===== config.mk =====
export PLATFORM = sky130hd
export DESIGN_NAME = keypad_scan_decoder
export DESIGN_NICKNAME = d
export VERILOG_FILES = /design/src/rtl/keypad_defs.sv /design/src/rtl/sync_2ff.sv /design/src/rtl/keypad_scan_decoder.sv
export SDC_FILE = /design/constraint.sdc
export NUM_CORES = 1
export LEC_CHECK = 0
export ABC_CLOCK_PERIOD_IN_PS = 4500
export CAP_MARGIN = 20
export CORE_MARGIN = 4
export CORE_UTILIZATION = 61
export CTS_CLUSTER_DIAMETER = 200
export DETAILED_ROUTE_END_ITERATION = 16
export PLACE_DENSITY = 0.84
export SYNTH_ARGS = -nofsm -noshare
export SYNTH_HDL_FRONTEND = slang
export SYNTH_SLANG_ARGS = --single-unit

===== constraint.sdc =====
create_clock -name clk -period 4.5 [get_ports clk]
set_input_delay 0.45 -clock clk [delete_from_list [all_inputs] [get_ports clk]]
set_output_delay 0.45 -clock clk [all_outputs]
set_load 0.005 [all_outputs]

===== src/rtl/keypad_defs.sv =====
// -----------------------------------------------------------------------------
// keypad_defs
// Shared definitions for the 4x4 keypad scan path: FSM state encoding, idle row
// pattern, key-code width and the row priority encoder.
// -----------------------------------------------------------------------------
package keypad_defs;

    localparam int         KEY_W     = 4;
    localparam logic [3:0] ROWS_IDLE = 4'hF;

    localparam logic [1:0] ENC_SCAN       = 2'd0;
    localparam logic [1:0] ENC_PRESS_DB   = 2'd1;
    localparam logic [1:0] ENC_PRESSED    = 2'd2;
    localparam logic [1:0] ENC_RELEASE_DB = 2'd3;

    typedef enum logic [1:0] {
        ST_SCAN       = ENC_SCAN,
        ST_PRESS_DB   = ENC_PRESS_DB,
        ST_PRESSED    = ENC_PRESSED,
        ST_RELEASE_DB = ENC_RELEASE_DB
    } state_t;

    // Index of the lowest active (low) row; 0 when no row is active.
    function automatic logic [1:0] lowest_active(input logic [3:0] rows_n);
        logic [1:0] idx;
        idx = 2'd0;
        for (int i = 3; i >= 0; i--) begin
            if (!rows_n[i]) idx = 2'(i);
        end
        return idx;
    endfunction

endpackage


===== src/rtl/sync_2ff.sv =====
// -----------------------------------------------------------------------------
// sync_2ff
// Two-flop synchroniser for asynchronous inputs. Resets to all ones so that
// active-low inputs read as inactive out of reset.
//   clk         : system clock
//   reset       : asynchronous active-low reset
//   i_d         : asynchronous input bus
//   o_q         : synchronised output (second stage)
//   o_q_stage1  : first-stage value, i.e. what o_q will show next cycle
// -----------------------------------------------------------------------------
module sync_2ff #(
    parameter int WIDTH = 1
) (
    input  logic             clk,
    input  logic             reset,
    input  logic [WIDTH-1:0] i_d,
    output logic [WIDTH-1:0] o_q,
    output logic [WIDTH-1:0] o_q_stage1
);

    logic [WIDTH-1:0] r_meta;
    logic [WIDTH-1:0] r_sync;

    // NOTE: non-blocking assignments make both stages sample their old inputs
    // on the same edge, giving a true two-stage shift rather than a wire.
    always_ff @(posedge clk or negedge reset) begin
        if (!reset) begin
            r_meta <= '1;
            r_sync <= '1;
        end else begin
            r_meta <= i_d;
            r_sync <= r_meta;
        end
    end

    assign o_q        = r_sync;
    assign o_q_stage1 = r_meta;

endmodule


===== src/rtl/keypad_scan_decoder.sv =====
// -----------------------------------------------------------------------------
// keypad_scan_decoder
// Drives the active-low keypad columns from the scan counter, synchronises and
// debounces the rows, and emits one key_valid strobe per accepted press.
//   clk       : system clock
//   reset     : asynchronous active-low reset
//   col_idx   : current column from contador.q
//   rows      : raw active-low rows (asynchronous)
//   cols      : active-low one-hot column drive (combinational)
//   scan_en   : advance pulse to contador.en
//   key_code  : {row_idx, col_idx} of the last accepted key
//   key_valid : one-cycle strobe when key_code updates
//   key_held  : high while the accepted key is still pressed
// -----------------------------------------------------------------------------
module keypad_scan_decoder
    import keypad_defs::*;
#(
    parameter int SETTLE_CYCLES   = 4,
    parameter int DEBOUNCE_CYCLES = 500000,
    parameter int CNT_W           = 20
) (
    input  logic             clk,
    input  logic             reset,
    input  logic [1:0]       col_idx,
    input  logic [3:0]       rows,
    output logic [3:0]       cols,
    output logic             scan_en,
    output logic [KEY_W-1:0] key_code,
    output logic             key_valid,
    output logic             key_held
);

    localparam logic [CNT_W-1:0] SETTLE_LAST = CNT_W'(SETTLE_CYCLES - 1);
    localparam logic [CNT_W-1:0] SETTLE_PRE  = CNT_W'(SETTLE_CYCLES - 2);
    localparam logic [CNT_W-1:0] DEB_LAST    = CNT_W'(DEBOUNCE_CYCLES - 1);

    logic [3:0]       w_rows_s;
    logic [3:0]       w_rows_s1;
    logic             w_row_hit;
    logic             w_hit_next;
    logic [1:0]       w_row_idx;
    logic             w_cand_active;

    state_t           r_state;
    logic [CNT_W-1:0] r_cnt;
    logic [KEY_W-1:0] r_cand;
    logic [KEY_W-1:0] r_key_code;
    logic             r_key_valid;
    logic             r_key_held;
    logic             r_scan_en;

    sync_2ff #(.WIDTH(4)) u_row_sync (
        .clk        (clk),
        .reset      (reset),
        .i_d        (rows),
        .o_q        (w_rows_s),
        .o_q_stage1 (w_rows_s1)
    );

    assign cols          = ~(4'b0001 << col_idx);
    assign w_row_hit     = (w_rows_s != ROWS_IDLE);
    assign w_hit_next    = (w_rows_s1 != ROWS_IDLE);
    assign w_row_idx     = lowest_active(w_rows_s);
    assign w_cand_active = ~w_rows_s[r_cand[3:2]];

    always_ff @(posedge clk or negedge reset) begin
        if (!reset) begin
            r_state     <= ST_SCAN;
            r_cnt       <= '0;
            r_cand      <= '0;
            r_key_code  <= '0;
            r_key_valid <= 1'b0;
            r_key_held  <= 1'b0;
            r_scan_en   <= 1'b0;
        end else begin
            // NOTE: pulse outputs get a default every cycle so each branch only
            // names the cycles that raise them; nothing holds a stale value.
            r_key_valid <= 1'b0;
            r_scan_en   <= 1'b0;

            case (r_state)
                ST_SCAN: begin
                    if (r_cnt == SETTLE_LAST) begin
                        r_cnt <= '0;
                        if (w_row_hit) begin
                            r_cand  <= {w_row_idx, col_idx};
                            r_state <= ST_PRESS_DB;
                        end
                    end else begin
                        r_cnt <= r_cnt + 1'b1;
                        // scan_en is registered yet must be high in the sampling
                        // cycle itself, so decide one cycle early from the first
                        // sync stage, which is exactly what rows_s will hold then.
                        if (r_cnt == SETTLE_PRE) r_scan_en <= ~w_hit_next;
                    end
                end

                ST_PRESS_DB: begin
                    if (w_row_hit && (w_row_idx == r_cand[3:2])) begin
                        if (r_cnt == DEB_LAST) begin
                            r_cnt       <= '0;
                            r_key_code  <= r_cand;
                            r_key_valid <= 1'b1;
                            r_key_held  <= 1'b1;
                            r_state     <= ST_PRESSED;
                        end else begin
                            r_cnt <= r_cnt + 1'b1;
                        end
                    end else begin
                        r_cnt   <= '0;
                        r_state <= ST_SCAN;
                    end
                end

                // Only the accepted row is tracked; other keys are ignored.
                ST_PRESSED: begin
                    if (!w_cand_active) begin
                        r_cnt   <= '0;
                        r_state <= ST_RELEASE_DB;
                    end
                end

                ST_RELEASE_DB: begin
                    if (w_cand_active) begin
                        r_cnt   <= '0;
                        r_state <= ST_PRESSED;
                    end else if (r_cnt == DEB_LAST) begin
                        r_cnt      <= '0;
                        r_key_held <= 1'b0;
                        r_state    <= ST_SCAN;
                    end else begin
                        r_cnt <= r_cnt + 1'b1;
                    end
                end

                default: begin
                    r_cnt   <= '0;
                    r_state <= ST_SCAN;
                end
            endcase
        end
    end

    assign scan_en   = r_scan_en;
    assign key_code  = r_key_code;
    assign key_valid = r_key_valid;
    assign key_held  = r_key_held;

endmodule


==> reports/results.tsv <==
stage	metric	value	unit
synthesis	synth-xor-area-share	7.75	%
floorplanning	dieWidth	65.8	um
worst_setup_path	critical_path_required	4.75	ns
synthesis	synthSimpleGateAreaFrac	24.9	%
floorplanning	die_area	4320	um2
timing	finalSetupTns	0	ns
clocking	cts-root-buf	clkbuf_4	
synthesis	synth_warnings	0	
job	cap_violations	0	
grt	antenna_found_initial	0	
clocking	htreeDepth	2	
worst_setup_path	crit_path_end_kind	flop	
routing	drt_wl_total	3.82	mm
layout	syn2layout_area_growth	13.5	%
timing	fin_crit	2.42	ns
clocking	cts_setup_buffers	0	
floorplanning	io-pin-count	19	
place	port-buffer-count	18	
synthesis	async_flop_share	100	%
layout	drive_above_1_share	14.7	%
layout	fin_nets	227	
synthesis	synth_cell_type_count	43	
routing	drc	0	
synthesis	netlist_area	2030	um2
pwr	p_int	0.636	mW
synthesis	synth-seq-area-share	50.9	%
synthesis	synth_edf_count	0	
pwr	power_frac_seq	50.3	%
clocking	cts_made_buffers	5	
routing	num_vias	1526	
worst_setup_path	cp_common_cell	nor3_1	
grt	first_global_vias	1438	
timing	final-hold-violation-count	0	
worst_setup_path	crit_path_max_incr_delay	0.56	ns
grt	gr-total-overflow	0	
clocking	cts_buffer_depth	2	
layout	finish.utilization	73.8	%
synthesis	syn_inst	199	
pwr	p_switching	0.310	mW
grt	grt_pass1_wl	6.73	mm
timing	finalSetupViolations	0	
layout	stdcell_count	262	
floorplanning	rows	20	
place	post-place-cells	254	
pwr	vdd_ir_drop_max	0.312	mV
routing	drt.antenna.violating_nets	0	
timing	rsz0062_at_grt	no	
worst_setup_path	worstPathMaxFanout	6	
routing	drt_pre_antenna_iters	4	
grt	grt_max_degree	42	
worst_setup_path	worstSetupPathType	reg -> reg	
clocking	clock_sinks	41	
synthesis	synth_compound_area_share	6.77	%
status	outcome	complete, no violations	
timing	maxSlewHeadroom	43.3	%
timing	drv_slew	0	
synthesis	synth_seq_cells	41	
synthesis	yosysTopAreaCell	dfrtp_1	
synthesis	synth_area_leaders	dfrtp_1 41%, dfstp_2 10%, xor2_1 7.3%, nor2_1 5.5%, nand2_1 3.7%	
worst_setup_path	cp_cell_sequence	ha_1 -> nand4_1 -> nor3_1 -> nand2_1 -> nor3_1 -> mux2_2	
worst_setup_path	startpoint_type	flop	
place	hpwl	2.71	mm
clocking	cts_tree	yes	
place	gp_congestion	0.890	
synthesis	syn_nets	209	
floorplanning	die_y	65.8	um
synthesis	synthMuxAreaShare	5.90	%
synthesis	syn_avg_cell_area	10.2	um2
grt	grt_use_total	20.8	%
timing	max_freq	0.413	GHz
floorplanning	core-area	3130	um2
pwr	p_leak	1.00	nW
pwr	power_density	410	nW/um2
worst_hold_path	hold_path.class	in -> async	
timing	fin_skew	0.00816	ns
timing	min_period_over_period	53.9	%
pwr	p_comb_share	24.8	%
synthesis	synth_fa_ha_area_share	1.23	%
worst_setup_path	arrival	2.68	ns
synthesis	synth_top_family_by_area	simple AND/OR/NAND/NOR gates	
routing	detail_route.wl_per_cell	14.6	um
pwr	p_sw_share	32.8	%
floorplanning	initial_utilization	65.0	%
clocking	cts_hold_buffers	0	
pwr	clkPwrFrac	24.9	%
clocking	clkSlewWorstSetupHoldPaths	0.12	ns
timing	tightest_slew	0.850	ns
synthesis	ys.flop_type	dfrtp_1	
layout	diodes	0	
worst_setup_path	cpMaxStageDelayCell	nor3_1	
routing	via_per_inst	5.82	
routing	drt_first_iter_violations	115	
worst_setup_path	worstRegToRegCells	6	
clocking	ctsResizeCount	0	
synthesis	yosys.area.top_type_share	40.6	%
clocking	clock_latency	0.36	ns
-- critical path: cells and delay by family (launching register included) --
family / cells / cell delay (ns)
adder cells (fa/ha/maj): 1 / 0.28
flip-flops: 1 / 0.43
multiplexers: 1 / 0.41
AND/OR/NAND/NOR: 4 / 1.20
-- kinds of logic after synthesis --
| family | after synthesis |
|---|---|
| buffers and inverters | 11 |
| adders and majority gates | 2 |
| DFF | 41 |
| AOI/OAI and AO/OA | 17 |
| xor gates and xnor gates | 18 |
| muxes | 10 |
| and+or+nand+nor | 100 |
-- final timing paths --
check | from | to | slack (ns)
setup / recovery | r_cnt[0] | key_code[0] | 2.08
hold / removal | reset | key_code[3] | 0.18
setup reg to reg | r_cnt[0] | key_code[0] | 2.08
hold reg to reg | u_row_sync.o_q_stage1[3] | u_row_sync.o_q[3] | 0.37
max in group asynchronous | reset | r_cnt[10] | 3.78
min in group clk | u_row_sync.o_q_stage1[3] | u_row_sync.o_q[3] | 0.37
-- flip-flops by register name (all words and copies together), names as in the netlist --
| register | cells |
|---|---|
| u_row_sync.o_q | 4 |
| key_held | 1 |
| u_row_sync.o_q_stage1 | 4 |
| r_cnt | 20 |
| r_cand | 4 |
| r_state | 2 |
| key_code | 4 |
| scan_en | 1 |
| key_valid | 1 |
-- metal layers --
layer	vias up	part of all wire, %	global-route usage, %
met5	-	0	0
met1	720	43	26.7
met2	64	48	33.7
li1	732	-	-
met4	0	2.1	9.33
met3	10	7.1	4.62
-- power groups by stage --
stage | Combinational (mW) | Clock (mW) | Sequential [mW]
3_3_place_gp | 0.222 | 0 | 0.477
4_1_cts | 0.236 | 0.240 | 0.476
5_1_grt | 0.261 | 0.263 | 0.487
3_5_place_dp | 0.232 | 0 | 0.481
6_report | 0.235 | 0.235 | 0.476
2_1_floorplan | 0.218 | 0 | 0.444
-- final cells by class --
type | count | area (um2)
timing repair buffer | 18 | 175
fill | 235 | 820
tap | 44 | 55.1
multi-input combinational | 147 | 947
inverter | 4 | 15.0
clock inverter | 2 | 38.8
clock buffer | 6 | 41.3
sequential | 41 | 1040
-- per-stage QoR --
step                      setup slack, ns  area, um2  total power [mW]  hold slack, ns
after global placement               2.15       2230             0.698           0.356
after global routing                 1.87       2310              1.01           0.249
after detailed placement             2.07       2230             0.713           0.357
after CTS                            2.07       2310             0.951           0.215
final                                2.08       2310             0.946           0.183
after floorplan                      2.48       2030             0.662           0.154
-- synth_stat cells, types with 2 or more instances --
master	n
inv_1	4
dfrtp_1	33
xor2_1	17
o21ai_0	2
nand3_1	8
and3_2	2
nand2b_1	5
nor3_1	6
clkbuf_1	4
buf_2	2
or2_2	3
nand3b_1	3
dfstp_2	8
mux2_2	6
nor4_1	2
mux2i_1	3
a21oi_1	4
nor2_1	30
nand4_1	11
ha_1	2
nand2_1	20
or4_1	3
-- cell usage in the layout (no fill, tap or decap), types with 4 or more instances in the layout --
cell and instances:
clkdlybuf4s50_1 17, dfstp_2 8, nand3_1 8, dfrtp_1 33, clkbuf_4 5, a21oi_1 4, nand2_1 20, nand4_1 11
xor2_1 17, nor3_1 6, nor2_1 30, mux2_2 6, nand2b_1 5, inv_1 4
Note: power is estimated with default switching activity, not from simulation.
